[config.mk]
export PLATFORM = sky130hd
export DESIGN_NAME = match_sequencer_flat
export DESIGN_NICKNAME = d
export VERILOG_FILES = /design/src/rtl/game_pkg.sv /design/src/rtl/match_sequencer_if.sv /design/src/rtl/button_sync_edge.sv /design/src/rtl/match_sequencer.sv /design/src/flat_wrapper.sv
export SDC_FILE = /design/constraint.sdc
export NUM_CORES = 1
export LEC_CHECK = 0
export ABC_AREA = 1
export CAP_MARGIN = 20
export CORE_MARGIN = 3
export CORE_UTILIZATION = 40
export DETAILED_ROUTE_END_ITERATION = 12
export DONT_BUFFER_PORTS = 1
export PLACE_DENSITY = 0.54
export SYNTH_ARGS = -nofsm -noshare
export SYNTH_HDL_FRONTEND = slang
export SYNTH_HIERARCHICAL = 1
export SYNTH_SLANG_ARGS = --single-unit
[constraint.sdc]
create_clock -name clk -period 4.2 [get_ports clk]
set_input_delay 0.42 -clock clk [delete_from_list [all_inputs] [get_ports clk]]
set_output_delay 0.42 -clock clk [all_outputs]
set_load 0.01 [all_outputs]
[src/rtl/game_pkg.sv]
// Shared game definitions: match phase encodings, winner codes, ball centre
// coordinates and a saturating score increment.
package game_pkg;

  typedef enum logic [2:0] {
    PH_IDLE       = 3'd0,
    PH_SERVE_WAIT = 3'd1,
    PH_PLAY       = 3'd2,
    PH_GOAL_HOLD  = 3'd3,
    PH_GAME_OVER  = 3'd4
  } phase_e;

  localparam logic [1:0] WINNER_NONE  = 2'b00;
  localparam logic [1:0] WINNER_TEAM1 = 2'b01;
  localparam logic [1:0] WINNER_TEAM2 = 2'b10;

  localparam logic [9:0] BALL_CENTRE_X = 10'd463;
  localparam logic [9:0] BALL_CENTRE_Y = 10'd275;

  function automatic logic [3:0] sat_inc4(input logic [3:0] v);
    if (v == 4'd15) begin
      return v;
    end else begin
      return v + 4'd1;
    end
  endfunction

endpackage

[src/rtl/match_sequencer_if.sv]
// Signal bundle between the match sequencer and its surroundings (buttons,
// ball logic, renderer). The slave side is the sequencer itself.
interface match_sequencer_if;

  logic       start_btn;
  logic       goal_team1;
  logic       goal_team2;
  logic       ball_hold;
  logic       ball_enable;
  logic       serve_to_team1;
  logic [3:0] score_team1;
  logic [3:0] score_team2;
  logic [2:0] phase;
  logic [1:0] winner;
  logic [7:0] time_left;

  modport master (
    output start_btn, goal_team1, goal_team2,
    input  ball_hold, ball_enable, serve_to_team1, score_team1, score_team2,
    input  phase, winner, time_left
  );

  modport slave (
    input  start_btn, goal_team1, goal_team2,
    output ball_hold, ball_enable, serve_to_team1, score_team1, score_team2,
    output phase, winner, time_left
  );

endinterface

[src/rtl/button_sync_edge.sv]
// Two-flop synchroniser for an active-low push-button followed by a
// falling-edge detector producing a one-cycle press pulse.
module button_sync_edge (
  input  logic clk,
  input  logic rst_n,
  input  logic btn_n_i,
  output logic press_o
);

  logic meta_q;
  logic sync_q;
  logic prev_q;

  // Synchroniser chain plus one-cycle history; idles high like the button.
  always_ff @(posedge clk or negedge rst_n) begin
    if (!rst_n) begin
      meta_q <= 1'b1;
      sync_q <= 1'b1;
      prev_q <= 1'b1;
    end else begin
      meta_q <= btn_n_i;
      sync_q <= meta_q;
      prev_q <= sync_q;
    end
  end

  assign press_o = prev_q & ~sync_q;

endmodule

[src/rtl/match_sequencer.sv]
// Game-flow controller: serve freeze, live play, post-goal freeze, game over.
// Optional match clock enabled by defining MATCH_TIMER_EN.
module match_sequencer
  import game_pkg::*;
#(
  parameter int unsigned WIN_SCORE     = 7,
  parameter int unsigned FREEZE_TICKS  = 50000000,
  parameter int unsigned CLK_HZ        = 50000000,
  parameter int unsigned MATCH_SECONDS = 120
) (
  input  logic             clk,
  input  logic             rst_n,
  match_sequencer_if.slave bus
);

  localparam int unsigned      CNT_W       = $clog2(FREEZE_TICKS + 1);
  localparam logic [CNT_W-1:0] FREEZE_LOAD = CNT_W'(FREEZE_TICKS - 1);
  localparam logic [3:0]       WIN_Q       = 4'(WIN_SCORE);
  // An out-of-range configuration never leaves IDLE/GAME_OVER.
  localparam bit PARAMS_OK = (WIN_SCORE >= 1) && (WIN_SCORE <= 15) &&
                             (FREEZE_TICKS >= 1) && (CLK_HZ >= 1) &&
                             (MATCH_SECONDS >= 1) && (MATCH_SECONDS <= 255);

  phase_e           state_q, state_d;
  logic [CNT_W-1:0] cnt_q, cnt_d;
  logic [3:0]       score1_q, score1_d;
  logic [3:0]       score2_q, score2_d;
  logic             serve_q, serve_d;
  logic [1:0]       winner_q, winner_d;
  logic             hold_q, hold_d;
  logic             enable_q, enable_d;
  logic             start_pulse;
  logic             start_ok;

`ifdef MATCH_TIMER_EN
  localparam int unsigned      PRE_W      = $clog2(CLK_HZ + 1);
  localparam logic [PRE_W-1:0] PRESC_MAX  = PRE_W'(CLK_HZ - 1);
  localparam logic [7:0]       MATCH_LOAD = 8'(MATCH_SECONDS);
  logic [PRE_W-1:0] presc_q, presc_d;
  logic [7:0]       time_left_q, time_left_d;
`endif

  button_sync_edge u_start_sync (
    .clk     (clk),
    .rst_n   (rst_n),
    .btn_n_i (bus.start_btn),
    .press_o (start_pulse)
  );

  assign start_ok = start_pulse & PARAMS_OK;

  // Next-state and next-output logic for the match FSM.
  always_comb begin
    state_d  = state_q;
    cnt_d    = cnt_q;
    score1_d = score1_q;
    score2_d = score2_q;
    serve_d  = serve_q;
    winner_d = winner_q;
`ifdef MATCH_TIMER_EN
    presc_d     = presc_q;
    time_left_d = time_left_q;
    // Seconds prescaler only advances during live play.
    if (state_q == PH_PLAY) begin
      if (presc_q == PRESC_MAX) begin
        presc_d     = '0;
        time_left_d = (time_left_q == 8'd0) ? 8'd0 : (time_left_q - 8'd1);
      end else begin
        presc_d = presc_q + PRE_W'(1);
      end
    end else begin
      presc_d = presc_q;
    end
`endif
    case (state_q)
      PH_IDLE, PH_GAME_OVER: begin
        if (start_ok) begin
          state_d  = PH_SERVE_WAIT;
          cnt_d    = FREEZE_LOAD;
          score1_d = 4'd0;
          score2_d = 4'd0;
          winner_d = WINNER_NONE;
          serve_d  = 1'b1;
`ifdef MATCH_TIMER_EN
          time_left_d = MATCH_LOAD;
          presc_d     = '0;
`endif
        end else begin
          state_d = state_q;
        end
      end
      PH_SERVE_WAIT: begin
        if (cnt_q == '0) begin
          state_d = PH_PLAY;
        end else begin
          cnt_d = cnt_q - CNT_W'(1);
        end
      end
      PH_PLAY: begin
        if (bus.goal_team1 && bus.goal_team2) begin
          state_d = PH_GOAL_HOLD;
          cnt_d   = FREEZE_LOAD;
        end else if (bus.goal_team1) begin
          state_d  = PH_GOAL_HOLD;
          cnt_d    = FREEZE_LOAD;
          score1_d = sat_inc4(score1_q);
          serve_d  = 1'b0;
        end else if (bus.goal_team2) begin
          state_d  = PH_GOAL_HOLD;
          cnt_d    = FREEZE_LOAD;
          score2_d = sat_inc4(score2_q);
          serve_d  = 1'b1;
        end
`ifdef MATCH_TIMER_EN
        else if ((time_left_q == 8'd0) && (score1_q != score2_q)) begin
          state_d  = PH_GAME_OVER;
          winner_d = (score1_q > score2_q) ? WINNER_TEAM1 : WINNER_TEAM2;
        end
`endif
        else begin
          state_d = state_q;
        end
      end
      PH_GOAL_HOLD: begin
        if (cnt_q != '0) begin
          cnt_d = cnt_q - CNT_W'(1);
        end else if (score1_q == WIN_Q) begin
          state_d  = PH_GAME_OVER;
          winner_d = WINNER_TEAM1;
        end else if (score2_q == WIN_Q) begin
          state_d  = PH_GAME_OVER;
          winner_d = WINNER_TEAM2;
        end
`ifdef MATCH_TIMER_EN
        // Sudden death: clock already expired, first unequal score wins.
        else if ((time_left_q == 8'd0) && (score1_q != score2_q)) begin
          state_d  = PH_GAME_OVER;
          winner_d = (score1_q > score2_q) ? WINNER_TEAM1 : WINNER_TEAM2;
        end
`endif
        else begin
          state_d = PH_PLAY;
        end
      end
      default: begin
        state_d = PH_IDLE;
      end
    endcase
    enable_d = (state_d == PH_PLAY) ? 1'b1 : 1'b0;
    hold_d   = ~enable_d;
  end

  // Match state, counters and registered outputs.
  always_ff @(posedge clk or negedge rst_n) begin
    if (!rst_n) begin
      state_q  <= PH_IDLE;
      cnt_q    <= '0;
      score1_q <= 4'd0;
      score2_q <= 4'd0;
      serve_q  <= 1'b1;
      winner_q <= WINNER_NONE;
      hold_q   <= 1'b1;
      enable_q <= 1'b0;
    end else begin
      state_q  <= state_d;
      cnt_q    <= cnt_d;
      score1_q <= score1_d;
      score2_q <= score2_d;
      serve_q  <= serve_d;
      winner_q <= winner_d;
      hold_q   <= hold_d;
      enable_q <= enable_d;
    end
  end

`ifdef MATCH_TIMER_EN
  // Match clock state.
  always_ff @(posedge clk or negedge rst_n) begin
    if (!rst_n) begin
      presc_q     <= '0;
      time_left_q <= 8'd0;
    end else begin
      presc_q     <= presc_d;
      time_left_q <= time_left_d;
    end
  end

  assign bus.time_left = time_left_q;
`else
  assign bus.time_left = 8'd0;
`endif

  assign bus.phase          = state_q;
  assign bus.ball_hold      = hold_q;
  assign bus.ball_enable    = enable_q;
  assign bus.serve_to_team1 = serve_q;
  assign bus.score_team1    = score1_q;
  assign bus.score_team2    = score2_q;
  assign bus.winner         = winner_q;

endmodule
[src/flat_wrapper.sv]
// flat-port wrapper written by rule: the top's interface ports become plain ports
module match_sequencer_flat import game_pkg::*;
#(
  parameter int unsigned WIN_SCORE     = 7,
  parameter int unsigned FREEZE_TICKS  = 50000000,
  parameter int unsigned CLK_HZ        = 50000000,
  parameter int unsigned MATCH_SECONDS = 120
)
  (clk, rst_n, bus_start_btn, bus_goal_team1, bus_goal_team2, bus_ball_hold, bus_ball_enable, bus_serve_to_team1, bus_score_team1, bus_score_team2, bus_phase, bus_winner, bus_time_left);
  match_sequencer_if bus_i ();
  input  logic clk;
  input  logic rst_n;
  input wire logic [$bits(bus_i.start_btn)-1:0] bus_start_btn;
  input wire logic [$bits(bus_i.goal_team1)-1:0] bus_goal_team1;
  input wire logic [$bits(bus_i.goal_team2)-1:0] bus_goal_team2;
  output wire logic [$bits(bus_i.ball_hold)-1:0] bus_ball_hold;
  output wire logic [$bits(bus_i.ball_enable)-1:0] bus_ball_enable;
  output wire logic [$bits(bus_i.serve_to_team1)-1:0] bus_serve_to_team1;
  output wire logic [$bits(bus_i.score_team1)-1:0] bus_score_team1;
  output wire logic [$bits(bus_i.score_team2)-1:0] bus_score_team2;
  output wire logic [$bits(bus_i.phase)-1:0] bus_phase;
  output wire logic [$bits(bus_i.winner)-1:0] bus_winner;
  output wire logic [$bits(bus_i.time_left)-1:0] bus_time_left;
  assign bus_i.start_btn = bus_start_btn;
  assign bus_i.goal_team1 = bus_goal_team1;
  assign bus_i.goal_team2 = bus_goal_team2;
  assign bus_ball_hold = bus_i.ball_hold;
  assign bus_ball_enable = bus_i.ball_enable;
  assign bus_serve_to_team1 = bus_i.serve_to_team1;
  assign bus_score_team1 = bus_i.score_team1;
  assign bus_score_team2 = bus_i.score_team2;
  assign bus_phase = bus_i.phase;
  assign bus_winner = bus_i.winner;
  assign bus_time_left = bus_i.time_left;
  match_sequencer #(.WIN_SCORE(WIN_SCORE), .FREEZE_TICKS(FREEZE_TICKS), .CLK_HZ(CLK_HZ), .MATCH_SECONDS(MATCH_SECONDS)) u_core (.clk(clk), .rst_n(rst_n), .bus(bus_i));
endmodule
== Yosys cells after proc, flatten, opt, wreduce, memory -nomap -nowiden ==
Index checks and enable logic that the tools add are counted.

* Flip-flop bits (word level): 45
* Output and inout bits: 24
* Bits of input ports: 5
* Word-level logic and storage cells: 89

* $add $sub $neg: 3
* Mux-type cells: 37
* Reduce and logical (&&, ||, !) cells: 13
* Bitwise gates (word level): 3
* Equality and inequality tests: 22

{| class="wikitable"
|+ Operator list
! operator !! count
|-
| two-way mux 26 bit || 6
|-
| one-hot mux 26 bit (4 select lines) || 1
|-
| two-way mux 4 bit || 8
|-
| zero test 26 bit || 1
|-
| nonzero test 26 bit || 1
|-
| subtractor 26 x 1 -> 26 bit, second input constant || 1
|-
| two-way mux 3 bit || 8
|-
| != test 2 bit, second input constant || 8
|-
| one-hot mux 4 bit (2 select lines) || 2
|-
| one-hot mux 3 bit (4 select lines) || 1
|-
| AND reduction 5 bit || 2
|-
| equality test 3 x 2 -> 1 bit, second input constant || 3
|-
| adder 4 x 1 -> 4 bit, second input constant || 2
|-
| equality test 4 x 3 -> 1 bit, second input constant || 2
|-
| equality test 4 bit, second input constant || 2
|-
| two-way mux 2 bit || 4
|-
| AND reduction 4 bit || 2
|-
| AND reduction 6 bit || 1
|-
| two-way mux 1 bit || 5
|-
| != test 2 x 1 -> 1 bit, second input constant || 2
|-
| != test 4 x 3 -> 1 bit, second input constant || 1
|-
| one-hot mux 2 bit (2 select lines) || 1
|-
| nonzero test 2 bit || 2
|-
| nonzero test 4 bit || 1
|-
| other kinds (10) || 11
|}

== Logic depth before layout (Yosys ltp) ==
* Word-level depth: 8
* Mapped depth: 11
* Mapped depth without buffers: 10

== Cells and area by module ==
The synthesis kept the hierarchy.

{| class="wikitable"
|+ Modules (own cells, without submodules)
! module !! times used !! area an instance (sq um) !! cells each !! seq. area each (sq um)
|-
| match_sequencer || 1 || 2,802.7 || 402 || 1,053.5
|-
| button_sync_edge || 1 || 88.8 || 5 || 78.8
|}

== Worst setup path after synthesis ==
No wires, ideal clock.

* Path kind: register -> register
* Start: reg u_core.cnt_q[0]
* End: reg u_core.cnt_q[2]
* Cell stages (with the launch flop): 11
* Arrival time: 1.586 ns
* Data required time: 4.082 ns
* Setup time: 0.118 ns
* Buffers on the path: 1
* Setup slack: 2.496 ns
* Cells stage by stage: dfrtp_1 > inv_1 > ha_1 > nand2_2 > nor2_4 > nand3_4 > o21ai_4 > nand2_4 > buf_6 > nand2_1 > o21ai_2

* Cells in the longest elaborated chain, start to end: 3
* Elaborated cells between the ends (all ways): 9
* Classes of those cells: 1 x add/sub; 2 x eq/ne; 3 x mux; 3 x reduce/logical

{| class="wikitable"
|+ RTL lines
! what !! line !! RTL
|-
| from (decl) || match_sequencer.sv:25 || <nowiki>logic [CNT_W-1:0] cnt_q, cnt_d;</nowiki>
|-
| from (signal assigned) || match_sequencer.sv:166 || <nowiki>cnt_q <= cnt_d;</nowiki>
|-
| subtractor 26 x 1 -> 26 bit, or another cell as far along || match_sequencer.sv:96, match_sequencer.sv:126 ||
|-
| two-way mux 26 bit, or another cell as far along || match_sequencer.sv:125 || <nowiki>if (cnt_q != '0) begin</nowiki>
|-
| one-hot mux 26 bit (4 select lines) / AND reduction 5 bit (equally long branches) || -- ||
|}

Parallel ways exist; a longest one is shown, timed or not. The select of a mux whose other input is x is not followed.
A chain may end at the register's enable or synchronous reset.

== Final worst setup path ==
* Start: reg u_core.state_q[2], in the netlist u_core/bus.phase[2]
* End: reg u_core.cnt_q[5]

* Cells in the longest elaborated chain, start to end: 4
* Elaborated cells between the ends (all ways): 13
* Classes of those cells: 8 x eq/ne; 1 x mux; 4 x reduce/logical

{| class="wikitable"
|+ RTL lines
! what !! line !! RTL
|-
| from (decl) || match_sequencer.sv:24 || <nowiki>phase_e state_q, state_d;</nowiki>
|-
| from (signal assigned) || match_sequencer.sv:165 || <nowiki>state_q <= state_d;</nowiki>
|-
| equality test 3 bit / zero test 3 bit (equally long branches) || match_sequencer.sv:75 || <nowiki>case (state_q)</nowiki>
|-
| OR reduction 2 bit || match_sequencer.sv:75 ||
|-
| nonzero test 4 bit (no source line) / != test 2 x 1 -> 1 bit (equally long branches) || -- ||
|-
| AND reduction 5 bit (no source line) || -- ||
|}

Parallel ways exist; a longest one is shown, timed or not.

==> flow_metrics.py <==
metrics = {
    "placed_design": {
        "port_buffers": 0,
        "gp_congestion": 0.896,
        "hpwl_mm": 4.68,
        "dpl.cell_count": 496,
    },
    "final_layout": {
        "antennaDiodeCount": 0,
        "drive_above_1_share": 0.115,
        "nets": 417,
        "fin_util": 0.445,
        "syn_to_final_growth_pct": 6.40,
        "stdcell_count": 506,
    },
    "floorplanning": {
        "initial_core_util": 0.419,
        "coreArea_um2": 6910,
        "io_pins": 29,
        "chipWidth_um": 91.0,
        "dieArea_um2": 8280,
        "die_h_um": 91.0,
        "row_count": 30,
    },
    "timing": {
        "report.final.slew_viol_count": 0,
        "setup_viol": 0,
        "slew_headroom": 0.434,
        "finalSetupTns_ns": 0,
        "max_freq_mhz": 451,
        "fin_skew_ns": 0.00800,
        "hold_viol": 0,
        "post-route-period-util": 0.528,
        "layout_min_cycle_time_ns": 2.22,
        "hold_slack_ns": 0.109,
        "rsz0062_at_grt": "false",
        "tightest_slew_ns": 0.849,
    },
    "grt": {
        "grt_max_degree": 46,
        "antenna_found_initial": 0,
        "grt_overflow_total": 0,
        "grt_pass1_vias": 2213,
        "grt.total_usage": 0.163,
        "grt_first_pass_wirelength_mm": 11.0,
    },
    "pwr": {
        "p_comb_frac": 0.346,
        "swShare": 0.417,
        "pwr-share-seq": 0.435,
        "p_int_uw": 891,
        "power_density_nw_per_um2": 497,
        "clock_power_share": 0.219,
        "max-vdd-ir-drop_v": 0.000192,
        "power.switching_uw": 636,
        "leakage_uw": 0.00150,
    },
    "detailed_routing": {
        "drt_iter0_markers": 113,
        "wl_per_cell_um": 12.7,
        "drtAntennaViolNets": 0,
        "drtPass1Iterations": 4,
        "vias": 2442,
        "totalWireLength_mm": 6.44,
        "drcViolationCount": 0,
        "avgViaCountPerCell": 4.83,
    },
    "run": {
        "drv_cap": 0,
    },
    "yosys": {
        "synth_most_common_cell": "nand2_1",
        "synth_enable_flop_cells": 0,
        "synthCells": 407,
        "synth-seq-cells": 45,
        "netlist_area_um2": 2890,
        "synthTopCellsByArea": "dfrtp_1 (35%), nand2_1 (16%), nand3_1 (8.5%), nor2_1 (6.9%), inv_1 (5.7%)",
        "yosys_warnings": 6,
        "ys_seq_area_frac": 0.392,
        "synth.distinct_cells": 32,
        "avgSynthCellArea_um2": 7.10,
        "synth.top_cell.area_share": 0.346,
        "synth_top_area_cell": "dfrtp_1",
        "async_flop_share": 1.00,
        "synth_flop_cell": "dfrtp_1",
        "ys_top_cells_by_count": "nand2_1 (126), nor2_1 (53), nand3_1 (49), inv_1 (44), dfrtp_1 (40)",
    },
    "status": {
        "status": "finished clean",
    },
    "critical_path": {
        "critPathMaxStageDelay_ns": 0.65,
        "worstSetupStartpointType": "flip-flop",
        "reg2reg_slack_ns": 1.98,
        "critPathCapture": "u_core/cnt_q[5]$_DFFE_PN0P_",
        "endpoint_kind": "flip-flop",
        "worstPathMaxFanout": 34,
        "rr_endpoint": "u_core/cnt_q[5]$_DFFE_PN0P_",
        "required_ns": 4.43,
        "path_cells": "inv_1 -> nand2_1 -> inv_1 -> o21ai_4 -> nand2_4 -> nand2_1 -> o21ai_2",
        "crit_start": "u_core/bus.phase[2]$_DFF_PN0_",
        "crit_arrival_ns": 2.44,
        "crit_slowest_cell": "inv_1",
        "reg2reg_from": "u_core/bus.phase[2]$_DFF_PN0_",
        "critPathKind": "flip-flop to flip-flop",
        "rr_worst_depth": 7,
    },
    "hold_path": {
        "hold_class": "input port to flip-flop",
        "hold-path-cell-count": 0,
    },
    "clocking": {
        "clk_path_buf_depth": 2,
        "clkTransAtPathRegs_ns": 0.09,
        "cts_root_buffer": "clkbuf_8",
        "htreeDepth": 2,
        "cts.repair.resized": 0,
        "cts_tree": "built",
        "clk_latency_ns": 0.30,
        "cts_buffers": 5,
        "post_cts_buffers": 0,
        "clock_sinks": 45,
    },
}
[flip-flops by register name (all words and copies together) (netlist names)]
register	flops
u_core/bus.ball_enable	1
u_core/bus.ball_hold	1
u_core/bus.phase	3
u_core/bus.score_team1	4
u_core/bus.score_team2	4
u_core/bus.serve_to_team1	1
u_core/bus.winner	2
u_core/cnt_q	26
u_core/u_start_sync/meta_q	1
u_core/u_start_sync/prev_q	1
u_core/u_start_sync/sync_q	1
[cell type report]
class                           instances  area, um2
Fill cell                             719       3830
Multi-Input combinational cell        310       1500
Sequential cell                        45       1130
Inverter                               45        169
Tap cell                               96        120
Clock buffer                            5       68.8
Clock inverter                          3       46.3
Timing Repair Buffer                    2       37.5
[how the worst min path moves through the flow]
stage	start	end
final	bus_start_btn	u_core/u_start_sync/meta_q$_DFF_PN1_
after global routing	bus_start_btn	u_core/u_start_sync/meta_q$_DFF_PN1_
after CTS	bus_start_btn	u_core/u_start_sync/meta_q$_DFF_PN1_
after detailed placement	rst_n	u_core/bus.score_team1[3]$_DFFE_PN0P_
after global placement	rst_n	u_core/bus.score_team1[2]$_DFFE_PN0P_
after floorplan	rst_n	u_core/bus.ball_enable$_DFF_PN0_
[through the flow]
stage               setup slack (ns)  total power, uW  instance area (um2)
global route                    1.78             1670                 3080
floorplan                       2.50             1070                 2920
global placement                2.07             1180                 2920
detailed placement              2.02             1190                 2920
CTS                             1.99             1540                 3080
finish                          1.98             1530                 3080
[cells in the final DEF (no fill, tap or decap), types with 8 or more instances in the layout]
| master | netlist | final |
|---|---|---|
| o21ai_2 | 13 | 13 |
| nand2_1 | 126 | 126 |
| o21ai_0 | 16 | 16 |
| conb_1 | 1 | 8 |
| nor2_1 | 53 | 53 |
| dfrtp_1 | 40 | 40 |
| nand4_1 | 8 | 8 |
| nand3_1 | 49 | 49 |
| inv_1 | 44 | 44 |
[kinds of logic after synthesis]
kind of cell               Yosys count  synth area share
other                                1           0.00130
and+or+nand+nor                    258             0.396
adders and majority gates            3            0.0130
buffers and inverters               59            0.0978
xor gates and xnor gates             5            0.0151
DFF                                 45             0.392
AOI/OAI and AO/OA                   36            0.0848
[worst max-delay path, delay by kind of cell (launching register included)]
kind | cells | cell delay (ns)
buf+inv | 2 | 0.80
simple gates | 3 | 0.65
flops | 1 | 0.45
compound gates | 2 | 0.22
[routing by layer]
metal,share of wire,track usage
met1,0.54,0.246
met4,0.016,0.0528
met5,0,0
met2,0.41,0.230
met3,0.038,0.0331
[power groups by stage]
stage / logic [uW] / registers, uW / clock network [uW]
3_3_place_gp: 508 / 669 / 0
5_1_grt: 617 / 683 / 367
2_1_floorplan: 441 / 632 / 0
4_1_cts: 530 / 666 / 347
3_5_place_dp: 515 / 674 / 0
6_report: 529 / 665 / 334
[what timing repair did]
item / in CTS / in global routing
endpoints found under the setup margin: 0 / 0
endpoints found under the hold margin: 45 / 0
hold buffers: 2 / 0
(Power assumes the default switching activity.)
